### config.mk
export PLATFORM = sky130hd
export DESIGN_NAME = ring_meas_ctrl
export DESIGN_NICKNAME = d
export VERILOG_FILES = /design/src/rtl/ring_meas_ctrl.sv
export SDC_FILE = /design/constraint.sdc
export NUM_CORES = 1
export LEC_CHECK = 0
export ABC_AREA = 1
export CORE_MARGIN = 5
export CORE_UTILIZATION = 56
export DETAILED_ROUTE_END_ITERATION = 12
export PLACE_DENSITY = 0.8
export SLEW_MARGIN = 15
export SYNTH_ARGS = -nofsm -noshare
export SYNTH_HDL_FRONTEND = slang
export SYNTH_SLANG_ARGS = --single-unit
### constraint.sdc
create_clock -name i_clk -period 5.7 [get_ports i_clk]
set_input_delay 1.14 -clock i_clk [delete_from_list [all_inputs] [get_ports i_clk]]
set_output_delay 1.14 -clock i_clk [all_outputs]
set_load 0.02 [all_outputs]
### src/rtl/ring_meas_ctrl.sv
// Gated ring oscillator sequencer and frequency meter: enables the ring, waits a settle time, counts synchronized rising edges over a window.
// Optional RING_WDOG_EN adds an o_stall flag for a dead or silent ring.
`timescale 1ns/100ps
module ring_meas_ctrl #(
  parameter int SETTLE_CYC = 8,
  parameter int WIN_W      = 16,
  parameter int CNT_W      = 16
) (
  input  logic             i_clk,
  input  logic             i_rst_n,
  input  logic             i_start,
  input  logic [WIN_W-1:0] i_win_cycles,
  input  logic             i_ring_out,
  output logic             o_ring_en,
  output logic             o_busy,
  output logic             o_done,
  output logic [CNT_W-1:0] o_edge_count,
  output logic             o_sat
`ifdef RING_WDOG_EN
  ,
  output logic             o_stall
`endif
);

  localparam int SET_W = (SETTLE_CYC < 2) ? 1 : $clog2(SETTLE_CYC);
  localparam logic [SET_W-1:0] SETTLE_LAST = SET_W'(SETTLE_CYC - 1);
  localparam logic [CNT_W-1:0] CNT_MAX = '1;

  typedef enum logic [1:0] {
    S_IDLE,
    S_SETTLE,
    S_MEAS,
    S_DONE
  } state_t;

  state_t r_state;
  state_t w_nextState;

  logic             r_ringEn;
  logic             r_sync1;
  logic             r_sync2;
  logic             r_sync3;
  logic [WIN_W-1:0] r_win;
  logic [WIN_W-1:0] r_winCtr;
  logic [SET_W-1:0] r_settleCtr;
  logic [CNT_W-1:0] r_cnt;
  logic             r_satInt;
  logic [CNT_W-1:0] r_edgeCount;
  logic             r_sat;

  logic             w_accept;
  logic             w_zeroWin;
  logic             w_settleEnd;
  logic             w_measEnd;
  logic             w_rise;
  logic [CNT_W-1:0] w_cntNext;
  logic             w_satNext;

`ifdef RING_WDOG_EN
  logic             r_stall;
  logic             r_settleAct;
`endif

  assign w_rise    = r_sync2 & ~r_sync3;
  assign w_cntNext = (w_rise && (r_cnt != CNT_MAX)) ? r_cnt + CNT_W'(1) : r_cnt;
  assign w_satNext = r_satInt | (w_rise && (r_cnt == CNT_MAX));

  always_ff @(posedge i_clk or negedge i_rst_n) begin
    if (!i_rst_n) begin
      r_state <= S_IDLE;
    end else begin
      r_state <= w_nextState;
    end
  end

  always_comb begin
    w_nextState = r_state;
    w_accept    = 1'b0;
    w_zeroWin   = 1'b0;
    w_settleEnd = 1'b0;
    w_measEnd   = 1'b0;
    case (r_state)
      S_IDLE: begin
        if (i_start) begin
          w_accept = 1'b1;
          if (i_win_cycles == '0) begin
            w_zeroWin   = 1'b1;
            w_nextState = S_DONE;
          end else begin
            w_nextState = S_SETTLE;
          end
        end
      end
      S_SETTLE: begin
        if (r_settleCtr == SETTLE_LAST) begin
          w_settleEnd = 1'b1;
          w_nextState = S_MEAS;
        end
      end
      S_MEAS: begin
        if (r_winCtr == (r_win - WIN_W'(1))) begin
          w_measEnd   = 1'b1;
          w_nextState = S_DONE;
        end
      end
      S_DONE: begin
        w_nextState = S_IDLE;
      end
      default: begin
        w_nextState = S_IDLE;
      end
    endcase
  end

  // Synchronizer is flushed while the ring is gated off so no stale level leaks into the next window.
  always_ff @(posedge i_clk or negedge i_rst_n) begin
    if (!i_rst_n) begin
      r_sync1 <= 1'b0;
      r_sync2 <= 1'b0;
      r_sync3 <= 1'b0;
    end else if (!r_ringEn) begin
      r_sync1 <= 1'b0;
      r_sync2 <= 1'b0;
      r_sync3 <= 1'b0;
    end else begin
      r_sync1 <= i_ring_out;
      r_sync2 <= r_sync1;
      r_sync3 <= r_sync2;
    end
  end

  always_ff @(posedge i_clk or negedge i_rst_n) begin
    if (!i_rst_n) begin
      r_ringEn    <= 1'b0;
      r_win       <= '0;
      r_winCtr    <= '0;
      r_settleCtr <= '0;
      r_cnt       <= '0;
      r_satInt    <= 1'b0;
      r_edgeCount <= '0;
      r_sat       <= 1'b0;
    end else begin
      if (w_accept) begin
        r_win       <= i_win_cycles;
        r_settleCtr <= '0;
        if (w_zeroWin) begin
          r_edgeCount <= '0;
          r_sat       <= 1'b0;
        end else begin
          r_ringEn <= 1'b1;
        end
      end
      if (r_state == S_SETTLE) begin
        r_settleCtr <= r_settleCtr + SET_W'(1);
        if (w_settleEnd) begin
          r_winCtr <= '0;
          r_cnt    <= '0;
          r_satInt <= 1'b0;
        end
      end
      // The final window cycle's rise is folded straight into the reported count.
      if (r_state == S_MEAS) begin
        r_cnt    <= w_cntNext;
        r_satInt <= w_satNext;
        r_winCtr <= r_winCtr + WIN_W'(1);
        if (w_measEnd) begin
          r_ringEn    <= 1'b0;
          r_edgeCount <= w_cntNext;
          r_sat       <= w_satNext;
        end
      end
    end
  end

`ifdef RING_WDOG_EN
  always_ff @(posedge i_clk or negedge i_rst_n) begin
    if (!i_rst_n) begin
      r_stall     <= 1'b0;
      r_settleAct <= 1'b0;
    end else begin
      if (w_accept) begin
        r_stall     <= 1'b0;
        r_settleAct <= 1'b0;
      end
      if ((r_state == S_SETTLE) && (r_sync2 ^ r_sync3)) begin
        r_settleAct <= 1'b1;
      end
      if (w_measEnd) begin
        r_stall <= (w_cntNext == '0) || !r_settleAct;
      end
    end
  end

  assign o_stall = r_stall;
`endif

  assign o_ring_en    = r_ringEn;
  assign o_busy       = (r_state != S_IDLE);
  assign o_done       = (r_state == S_DONE);
  assign o_edge_count = r_edgeCount;
  assign o_sat        = r_sat;

endmodule

==> flow_summary.json, run 1 <==
{
  "run_status": "completed",
  "ys_warn_count": 0,
  "dp_slack_ns": 2.415,
  "arrival_ns": 3.19,
  "wl_um": 9874,
  "finalSetupTns_ns": 0,
  "wl_met2_um": 5050,
  "post_drt_via_cell_ratio": 5.182,
  "clock-root-buffer": "sky130_fd_sc_hd__clkbuf_8",
  "cts-buffers-inserted": 9,
  "std_cell_rows": 32,
  "routed.top_layer": "met4",
  "globalRouteOverflowTotal": 0,
  "fmaxAchievable_mhz": 341.7,
  "synth_seq_area_share_pct": 42.93,
  "max_slew_margin_pct": 36.98,
  "crit_required_ns": 5.97,
  "finalNetCount": 670,
  "clk_latency_ns": 0.35,
  "layout.filler_cells": 664,
  "routedWlPerCell_um": 13.24,
  "clock_sinks": 75,
  "post-route-min-period_ns": 2.927,
  "post_synth_instance_area_um2": 4372,
  "detail_route.wirelength.met1_um": 4361,
  "grt_antenna_before_repair": 0,
  "clock-skew-final_ns": 0.01179,
  "antenna-diode-count": 0,
  "power.ir.vdd_worst_v": 0.0002218,
  "grt_pass1_vias": 3881,
  "timing.reg2reg.worst_path_depth": 9,
  "timing.critical_path.from_type": "primary input",
  "rsz0062_at_grt": "no",
  "grt.total_usage_pct": 21.55,
  "die_area_um2": 9674,
  "maximum_number_of_pins_on_one_net_before_global_route_repair": 76,
  "r2r_start": "r_state[0]",
  "path_clk_slew_ns": 0.08,
  "detailed_place.area_um2": 4833,
  "worstHoldStart": "r_sync1",
  "drt_iter0_markers": 171,
  "min_path_type": "reg -> reg",
  "finalWeightedCongestion": 0.8970,
  "vert_die_dim_um": 98.36,
  "first_pass_grt_wire_length_um": 17310,
  "drtAntennaViolNets": 0,
  "synth.lib_cells_used.distinct": 30,
  "critPathMaxFanout": 36,
  "post_cts.resized_instances": 0,
  "synthesis.instances": 600,
  "worst_slack_ns": 2.773,
  "die_width_um": 98.36,
  "flip_flop_and_latch_count_after_synthesis": 75,
  "static-leakage-power_nw": 2.482,
  "final_setup_violation_count": 0,
  "total_count_of_hold_check_failures_in_the_final_report": 0,
  "areaGrowthSynthToFinish_pct": 15.48,
  "dr_total_vias": 3866,
  "placeableCoreArea_um2": 7647,
  "drt-pass1-iter-count": 4,
  "drc": 0,
  "timing_max_transition_violations_final": 0,
  "final_min_period_over_clock_period_pct": 51.35,
  "final_layout_size_suffix_gt1_share_pct": 5.590,
  "crit_path_end_kind": "flop",
  "maximum_capacitance_violations": 0,
  "wl_met3_um": 302,
  "cts_tree": "yes",
  "startpoint": "i_start",
  "io-pin-count": 40,
  "start_util_pct": 57.17,
  "postCtsSetupBuffers": 0,
  "mappedNetlistNets": 630,
  "hold_depth": 2,
  "pwr_density_cell_nw_per_um2": 361.7,
  "post_synth.cell_area_avg_um2": 7.286,
  "worst-slew-pin-transition_ns": 0.9453,
  "timing_worst_setup_path_type": "in -> reg",
  "portBuffers": 39,
  "finalInstanceArea_um2": 5049,
  "layout.core_utilization_pct": 66.02,
  "cts_max_level": 3,
  "clock_path_buffers": 2,
  "post-dp-hpwl_um": 7215,
  "cts-hold-fix-buffers": 0
}
per-layer routing:
layer  vias to the layer above  global-route usage [%]
li1                       1973                       -
met1                      1818                   26.90
met2                        62                   37.81
met3                        13                   4.286
met4                         0                   6.303
met5                         -                       0
report_power, final:
part / total, W / leakage [nW] / switching, W / internal (W)
registers: 0.000730 / 0.914 / 0.000108 / 0.000622
clock network: 0.000453 / 0.108 / 0.000199 / 0.000255
logic: 0.000642 / 1.46 / 0.000410 / 0.000232
total: 0.00183 / 2.48 / 0.000717 / 0.00111
cells by family after synthesis:
family	share of synthesized area, %
AND/OR/NAND/NOR	30.31
buffers and inverters	9.702
AO/OA/AOI/OAI	9.788
flip-flops	42.93
XOR/XNOR	4.407
adder cells (fa/ha/maj)	2.862
area by class of cell:
| class | count | area (µm²) | share of cell area [%] |
|---|---|---|---|
| clock buffer | 10 | 137.6 | 2.726 |
| clock inverter | 5 | 77.57 | 1.537 |
| inverter | 96 | 365.4 | 7.237 |
| multi-input combinational | 418 | 2071 | 41.02 |
| sequential | 75 | 1877 | 37.17 |
| tap | 102 | 127.6 | 2.528 |
| timing repair buffer | 40 | 392.9 | 7.782 |
Yosys cell counts:
library cell	instances	share of area [%]
sky130_fd_sc_hd__a221oi_1	1	0.20
sky130_fd_sc_hd__dfrtp_1	75	43
sky130_fd_sc_hd__nand2_2	4	0.57
sky130_fd_sc_hd__o21ai_1	8	0.92
sky130_fd_sc_hd__o21ai_2	5	1.0
sky130_fd_sc_hd__nand3_2	2	0.46
sky130_fd_sc_hd__clkbuf_1	6	0.52
sky130_fd_sc_hd__nand4_1	10	1.4
sky130_fd_sc_hd__o21ai_0	40	4.6
sky130_fd_sc_hd__nor3b_1	2	0.34
sky130_fd_sc_hd__a21oi_1	14	1.6
sky130_fd_sc_hd__inv_1	95	8.2
sky130_fd_sc_hd__nand2_1	176	15
sky130_fd_sc_hd__nand3b_1	5	0.86
sky130_fd_sc_hd__buf_6	1	0.26
sky130_fd_sc_hd__nor2_4	2	0.52
sky130_fd_sc_hd__o22ai_1	9	1.3
sky130_fd_sc_hd__xor2_1	17	3.4
sky130_fd_sc_hd__nor2_2	4	0.57
sky130_fd_sc_hd__nand3_1	34	3.9
sky130_fd_sc_hd__nor4_1	2	0.29
sky130_fd_sc_hd__a22o_1	1	0.20
sky130_fd_sc_hd__nor3_2	1	0.23
sky130_fd_sc_hd__nor2_1	53	4.6
sky130_fd_sc_hd__nor3_1	13	1.5
sky130_fd_sc_hd__xnor2_1	5	1.0
sky130_fd_sc_hd__ha_1	10	2.9
sky130_fd_sc_hd__buf_2	2	0.23
sky130_fd_sc_hd__buf_4	2	0.34
sky130_fd_sc_hd__clkinv_4	1	0.20
layout by cell type (no fill, tap or decap), types with 8 or more instances in the layout:
cell type and count:
sky130_fd_sc_hd__a21oi_1 14, sky130_fd_sc_hd__clkbuf_8 10, sky130_fd_sc_hd__clkdlybuf4s50_1 38, sky130_fd_sc_hd__dfrtp_1 75
sky130_fd_sc_hd__ha_1 10, sky130_fd_sc_hd__inv_1 95, sky130_fd_sc_hd__nand2_1 176, sky130_fd_sc_hd__nand3_1 34
sky130_fd_sc_hd__nand4_1 10, sky130_fd_sc_hd__nor2_1 53, sky130_fd_sc_hd__nor3_1 13, sky130_fd_sc_hd__o21ai_0 40
sky130_fd_sc_hd__o21ai_1 8, sky130_fd_sc_hd__o22ai_1 9, sky130_fd_sc_hd__xor2_1 17
registers in the layout, summed over array words and instances, names as in the netlist, 2 cells and up:
name / flops
r_win: 16
r_cnt: 16
r_settleCtr: 3
r_winCtr: 16
o_edge_count: 16
r_state: 2
worst max-delay path: stages:
cell	delay, ns
sky130_fd_sc_hd__clkdlybuf4s50_1	0.44
sky130_fd_sc_hd__nand2_1	0.68
sky130_fd_sc_hd__inv_1	0.14
sky130_fd_sc_hd__nand2_1	0.43
sky130_fd_sc_hd__nand2_1	0.11
sky130_fd_sc_hd__inv_1	0.08
sky130_fd_sc_hd__nand2_1	0.07
sky130_fd_sc_hd__o21ai_2	0.09
path summary, 6_finish.rpt:
path                              endpoint  slack, ns
setup / recovery           o_edge_count[7]       2.77
hold / removal                     r_sync2       0.44
setup reg to reg                  r_cnt[9]       3.04
hold reg to reg                    r_sync2       0.44
max in group asynchronous  o_edge_count[1]       4.06
min in group asynchronous        r_win[12]       1.00
stage by stage:
| stage | cells | power [W] | hold WS (ns) |
|---|---|---|---|
| global placement | 731 | 0.001343 | 0.4169 |
| finish | 746 | 0.001826 | 0.4420 |
| CTS | 746 | 0.001831 | 0.4452 |
| global route | 746 | 0.001974 | 0.4687 |
| floorplan | 600 | 0.001206 | 0.4126 |
| detailed placement | 731 | 0.001376 | 0.4278 |
Note: power is estimated with default switching activity, not from simulation.
==> run 2: changes to the inputs <==
--- a/config.mk
+++ b/config.mk
@@ -7,9 +7,9 @@
 export LEC_CHECK = 0
 export ABC_AREA = 1
 export CORE_MARGIN = 5
-export CORE_UTILIZATION = 56
+export CORE_UTILIZATION = 52
 export DETAILED_ROUTE_END_ITERATION = 12
-export PLACE_DENSITY = 0.8
+export PLACE_DENSITY = 0.78
 export SLEW_MARGIN = 15
 export SYNTH_ARGS = -nofsm -noshare
 export SYNTH_HDL_FRONTEND = slang
==> constraint.sdc (replaced) <==
create_clock -name i_clk -period 2.4 [get_ports i_clk]
set_input_delay 0.48 -clock i_clk [delete_from_list [all_inputs] [get_ports i_clk]]
set_output_delay 0.48 -clock i_clk [all_outputs]
set_load 0.02 [all_outputs]
==> flow_summary.json, run 2 (synthesized netlist as in run 1, its figures left out) <==
{
  "wl_um": 10510,
  "fmaxAchievable_mhz": 441.7,
  "power.ir.vdd_worst_v": 0.0004321,
  "vert_die_dim_um": 101.7,
  "placeableCoreArea_um2": 8217,
  "finalInstanceArea_um2": 5291,
  "clock_path_buffers": 2,
  "total_count_of_hold_check_failures_in_the_final_report": 0,
  "globalRouteOverflowTotal": 0,
  "clock_sinks": 75,
  "first_pass_grt_wire_length_um": 17660,
  "grt_antenna_before_repair": 0,
  "final_setup_violation_count": 0,
  "timing.critical_path.slowest_stage_cell": "sky130_fd_sc_hd__dfrtp_1",
  "routedWlPerCell_um": 13.79,
  "drt_iter0_markers": 211,
  "pwr_density_cell_nw_per_um2": 813.3,
  "max_slew_margin_pct": 61.48,
  "die_area_um2": 10340,
  "cts_tree": "yes",
  "cts-hold-fix-buffers": 0,
  "path_clk_slew_ns": 0.08,
  "timing_max_transition_violations_final": 0,
  "crit_path_max_incr_delay_ns": 0.42,
  "areaGrowthSynthToFinish_pct": 21.04,
  "grt.total_usage_pct": 21.32,
  "crit_path_end_kind": "flop",
  "drtAntennaViolNets": 0,
  "static-leakage-power_nw": 2.609,
  "cts-buffers-inserted": 9,
  "cts_max_level": 3,
  "final_min_period_over_clock_period_pct": 94.32,
  "arrival_ns": 2.50,
  "run_status": "completed",
  "antenna-diode-count": 0,
  "worst-slew-pin-transition_ns": 0.5725,
  "worstPathCellList": "inv_2 -> ha_4 -> inv_2 -> nand2_2 -> nand2_1 -> nor2_1 -> nand3_1 -> nor2_2 -> nand2_1 -> nor2_1 -> nand3_1 -> nor2_4 -> nand2_4 -> clkbuf_16 -> nand3_1 -> nand2_1",
  "std_cell_rows": 33,
  "critPathMaxFanout": 8,
  "clock-root-buffer": "sky130_fd_sc_hd__clkbuf_8",
  "io-pin-count": 40,
  "finalSetupTns_ns": 0,
  "die_width_um": 101.7,
  "drt-pass1-iter-count": 5,
  "portBuffers": 39,
  "post-route-min-period_ns": 2.264,
  "finalNetCount": 682,
  "final_layout_size_suffix_gt1_share_pct": 11.42,
  "maximum_number_of_pins_on_one_net_before_global_route_repair": 76,
  "post-dp-hpwl_um": 7336,
  "clk_latency_ns": 0.35,
  "finalWeightedCongestion": 0.8636,
  "timing.critical_path.from_type": "flop",
  "clock-skew-final_ns": 0.008421,
  "grt_pass1_vias": 3876,
  "post_drt_via_cell_ratio": 5.190,
  "layout.cells.most_common_list": "sky130_fd_sc_hd__nand2_1, sky130_fd_sc_hd__inv_1, sky130_fd_sc_hd__dfrtp_1",
  "layout.filler_cells": 688,
  "maximum_capacitance_violations": 0,
  "detailed_place.area_um2": 4907,
  "dr_total_vias": 3955,
  "min_path_type": "in -> async",
  "drc": 0,
  "start_util_pct": 53.21,
  "crit_required_ns": 2.64,
  "layout.cells.most_common": "sky130_fd_sc_hd__nand2_1",
  "timing_worst_setup_path_type": "reg -> reg"
}
-- run 2: cell count changes in the layout (fill, tap and decap cells not counted), sizes merged --
cell and change:
buf +10, bufinv -2, clkbuf +5, clkinv +1, clkinvlp -1
-- run 2: stage by stage --
| step | cells | utilization [%] | total power, W | hold slack [ns] | worst slack, ns |
|---|---|---|---|---|---|
| 5_1_grt | 762 | 64.40 | 0.004697 | 0.1914 | -0.09290 |
| 4_1_cts | 756 | 61.93 | 0.004218 | 0.1724 | 0.04420 |
| 3_5_place_dp | 740 | 59.72 | 0.003300 | 0.4298 | 0.06478 |
| 3_3_place_gp | 740 | 59.72 | 0.003234 | 0.4189 | 0.1666 |
| 2_1_floorplan | 600 | - | 0.002864 | 0.1844 | 0.5065 |
| 6_report | 762 | 64.40 | 0.004303 | 0.1287 | 0.1362 |
-- run 2: final cells by class --
cell class                      count  area, µm²  share of cell area [%]
Inverter                           96      372.9                   7.047
Timing Repair Buffer               52      546.8                   10.33
Clock buffer                       13      158.9                   3.003
Sequential cell                    75       1877                   35.47
Clock inverter                      3      22.52                  0.4256
Tap cell                          105      131.4                   2.483
Multi-Input combinational cell    418       2182                   41.24
-- run 2: timing repair --
item,4_1_cts,5_1_grt
buffers inserted,0,3
hold endpoints to repair,0,0
resized for setup,0,34
setup endpoints to repair,0,25
-- run 2: worst max-delay path: cells and delay by family (launching register included) --
family        cells  cell delay [ns]
fa+ha+maj         1             0.27
buf+inv           3             0.29
flops             1             0.42
simple gates     12             1.16
-- run 2: report_power, final --
part           internal [W]  switching, W  total (W)
Combinational      0.000626       0.00103    0.00165
Sequential          0.00148      0.000263    0.00174
Clock              0.000436      0.000475   0.000911
-- run 2: routing by layer --
layer / global-route usage (%) / vias up / wire length [µm]
li1: - / 1990 / -
met1: 26.77 / 1858 / 4553
met2: 36.57 / 85 / 5360
met3: 3.788 / 22 / 359
met4: 8.180 / 0 / 231
met5: 0 / - / 0
-- run 2: worst paths after layout --
check                         start         endpoint  slack [ns]  depth (start not counted)
max in group asynchronous   i_rst_n     r_winCtr[13]        1.91                          2
max                        r_win[0]  o_edge_count[9]        0.14                         16
min                         i_rst_n        r_win[15]        0.13                          2
min in group i_clk          r_sync1          r_sync2        0.45                          2
min reg2reg                 r_sync1          r_sync2        0.45                          2
max reg2reg                r_win[0]  o_edge_count[9]        0.14                         16
==> edit 1: new RTL, settings of run 2 <==
Build with the macro `RING_WDOG_EN` defined.
--- a/src/rtl/ring_meas_ctrl.sv
+++ b/src/rtl/ring_meas_ctrl.sv
@@ -1,6 +1,8 @@
 // Gated ring oscillator sequencer and frequency meter: enables the ring, waits a settle time, counts synchronized rising edges over a window.
 // Optional RING_WDOG_EN adds an o_stall flag for a dead or silent ring.
 `timescale 1ns/100ps
+`define RING_WDOG_EN
+
 module ring_meas_ctrl #(
   parameter int SETTLE_CYC = 8,
   parameter int WIN_W      = 16,
Function (old outputs only; new: o_stall): kept (equiv_simple and equiv_induct, registers matched by name and starting in step).
==> edit 1 against run 2 <==
- total power grew 1.8%
- register-to-register slack gained 60 ps
- sequential cell count grew 2
- synthesized cell count grew 13%
- setup slack lost 14 ps
- area after synthesis grew 12%
- cell area grew 6.9%
- core utilization shrank 2.9 points
- clock skew grew 9.0 ps
- wire length grew 10%
- critical path type is now reg -> out
==> edit 1: results (changes against run 2) <==
Detailed routing
  – First-pass iteration count of the detailed router: 4 (-1)
  – Via count: 4358 (+10%)
  – Drt initial violations: 202 (-4.3%)
  – WL per Instance: 13.72 um (-0.45%)

Layout
  – NonClk Buf Share: 9.250% (-1.1 points)
  – Seq. cell area: 0.001927 mm2 (+2.7%)
  – Logic inverters: 109 (+14%)
  – Nets: 760 (+11%)
  – Post-route cell area: 0.005654 mm2 (+6.9%)
  – Multi-input combinational area share: 43.59% (+2.4 points)
  – Multi-input gate count: 477 (+14%)
  – Clk cell area share: 3.386% (-0.043 points)
  – Layout cell share with drive strength beyond 1: 13.35% (+1.9 points)
  – Buffers outside the clock class: 55 (+5.8%)

Placement
  – Area after DPL: 0.005430 mm2 (+11%)
  – Placer Congestion: 0.9106 (+5.4%)
  – Placed insts: 826 (+12%)
  – Post-place setup slack: 187.0 ps (+122.2 ps)

Yosys
  – Syn_area_per_cell: 7.210 um2 (-1.1%)
  – Main area contributors after synthesis: dfrtp_1 (39%), nand2_1 (16%), inv_1 (7.8%), nor2_1 (4.5%), o21ai_2 (3.4%)
  – Commonest cells post-synth: nand2_1 (208), inv_1 (102), dfrtp_1 (77), nor2_1 (59)
  – Syn nets: 708 (+12%)

Critical path
  – Max stage delay cell, worst path: clkdlybuf4s50_1
  – Top fanout value on the critical path: 4 (-4)
  – Crit path DAT: 1800 ps (-700 ps)
  – Largest delay contributor family on the critical path: buffers and inverters

Timing
  – Clock skew: 17.47 ps (+9.048 ps)
  – Rel. slew slack: 65.14% (+3.7 points)

Power
  – Maximum vdd drop: 0.4110 mV (-4.9%)

Status
  – Status: complete, no violations
[edit 1: changes by cell type in the layout (fill, tap and decap cells not counted), moves of 6 or more]
cell     delta
nand2_1    +42
inv_1      +10
nor2_1      +6
o21ai_2    +10
buf_4       +7
o21ai_0    -10
nor2_2      +7
[edit 1: worst paths after layout]
| check | cells after the start | start | end | slack, ps |
|---|---|---|---|---|
| max in group asynchronous | 2 | i_rst_n | o_edge_count[1]$_DFF_PN0_ | 1700 |
| worst max-delay path | 4 | r_state[0]$_DFFE_PN0P_ | o_busy | 120 |
| worst max register to register | 13 | r_win[0]$_DFFE_PN0P_ | o_sat$_DFF_PN0_ | 200 |
| worst min register to register | 2 | r_sync1$_DFF_PN0_ | r_sync2$_DFF_PN0_ | 440 |
| worst min-delay path | 1 | i_rst_n | r_winCtr[15]$_DFFE_PN0P_ | 90 |
| min in group i_clk | 2 | r_sync1$_DFF_PN0_ | r_sync2$_DFF_PN0_ | 440 |
[edit 1: report_power, final]
group          total (uW)  internal [uW]  switching [uW]
Combinational        1650            631            1020
Clock                 986            479             507
Sequential           1750           1500             252
[edit 1: logic make-up after synthesis]
| logic type | synth area share [%] |
|---|---|
| adder cells (fa/ha/maj) | 2.820 |
| flip-flops | 39.48 |
| buffers and inverters | 10.23 |
| AND/OR/NAND/NOR | 32.68 |
| AO/OA/AOI/OAI | 10.74 |
| XOR/XNOR | 4.050 |
[edit 1: through the flow]
stage | TNS, ps | power, uW
floorplan | 0 | 2958
global placement | 0 | 3355
detailed placement | 0 | 3408
CTS | 0 | 4403
global route | -38.20 | 4733
finish | 0 | 4382
[edit 1: routing by layer]
layer,up-vias,routed length [um],GRT usage [%]
li1,2223,-,-
met1,2034,5060,27.34
met2,81,5849,36.24
met3,20,468,3.853
met4,0,219,7.854
met5,-,0,0
==> edit 2: new RTL, flow settings as in run 2 <==
Made on the original files. Re-encode `state_t` (4 states) as one-hot, 4 bits wide.
--- a/src/rtl/ring_meas_ctrl.sv
+++ b/src/rtl/ring_meas_ctrl.sv
@@ -26,11 +26,11 @@
   localparam logic [SET_W-1:0] SETTLE_LAST = SET_W'(SETTLE_CYC - 1);
   localparam logic [CNT_W-1:0] CNT_MAX = '1;
 
-  typedef enum logic [1:0] {
-    S_IDLE,
-    S_SETTLE,
-    S_MEAS,
-    S_DONE
+  typedef enum logic [3:0] {
+    S_IDLE   = 4'b0001,
+    S_SETTLE = 4'b0010,
+    S_MEAS   = 4'b0100,
+    S_DONE   = 4'b1000
   } state_t;
 
   state_t r_state;
Check against the original RTL: same outputs for any inputs over 10 cycles, from zero or initial values and one cycle with i_rst_n low; not proved beyond that.
==> edit 2 against run 2 <==
- wire length is 5.3% higher
- area after synthesis grew 7.7%
- cell area increased by 3.2%
- clock skew increased by 0.53 ps
- hold slack got worse by 39 ps
- count of clock-buffer cells in the layout is 4 lower
- largest power group unchanged
- setup slack got worse by 36 ps
- maximum frequency fell by 1.5%
- sequential cell count rose by 2
- total power decreased by 2.6%
- sequential share of layout area fell by 0.17 points
- largest cell class unchanged
==> edit 2: results (changes against run 2) <==
Layout
  – Layout cell share with drive strength beyond 1: 13.57% (+2.2 points)
  – NonClk Buf Share: 9.001% (-1.3 points)
  – Buffers outside the clock class: 53 (+1.9%)
  – Clk_buf instances: 9 (-4)

Power
  – Static Leak: 0.002538 uW (-2.7%)
  – Power Total: 4192 uW (-2.6%)

Timing
  – Fmax achieved: 0.4349 GHz (-1.5%)
  – Clock skew: 8.956 ps (+0.5348 ps)
  – Worst Tran Pin Value: 517.7 ps (-54.72 ps)

Yosys
  – Post-synthesis mux area share: 0.4253% (+0.43 points)
  – Compound-Gate Fraction of Synth Area: 12.47% (+2.7 points)
  – Cells after Synth: 608 (+1.3%)
  – Main area contributors after synthesis: dfrtp_1 (40%), nand2_1 (11%), inv_1 (6.7%), o21ai_0 (6.0%), xor2_1 (4.3%)
  – Post-synthesis sequential area ratio: 40.96% (-2.0 points)

Detailed routing
  – Post-Route M1 WL: 5.356 mm (+18%)
  – Met2 wire length: 5.049 mm (-5.8%)
  – Drt initial violations: 309 (+46%)

Placement
  – Post-place setup slack: 74.88 ps (+10.09 ps)
  – Area after DPL: 0.005220 mm2 (+6.4%)
  – Placer Congestion: 0.8806 (+2.0%)

Critical path
  – Max stage delay cell, worst path: clkdlybuf4s50_1

Status
  – Status: complete, no violations

GRT
  – First-pass GRT wire length: 19.15 mm (+8.4%)
  – Met2 usage: 31.92% (-4.6 points)
  – Overall Global Routing Usage: 20.98% (-0.33 points)
-- edit 2: changes by cell type in the layout (fill, tap and decap cells not counted), moves of 5 or more --
cell / run 2 / this run
a21oi_1: 14 / 9
xor2_1: 17 / 23
nand2_2: 14 / 19
buf_4: 8 / 15
nor2_1: 52 / 37
nand2_1: 165 / 141
o21ai_2: 9 / 15
inv_1: 92 / 84
o21ai_0: 40 / 56
-- edit 2: worst paths after layout --
path	startpoint	endpoint	depth (start not counted)
setup reg to reg	r_win[0]$_DFFE_PN0P_	o_sat$_DFF_PN0_	14
hold reg to reg	r_sync1$_DFF_PN0_	r_sync2$_DFF_PN0_	2
max in group asynchronous	i_rst_n	r_cnt[9]$_DFFE_PN0P_	2
min in group i_clk	r_sync1$_DFF_PN0_	r_sync2$_DFF_PN0_	2
setup / recovery	r_state[1]$_DFFE_PN0P_	o_done	2
hold / removal	i_rst_n	r_winCtr[13]$_DFFE_PN0P_	1
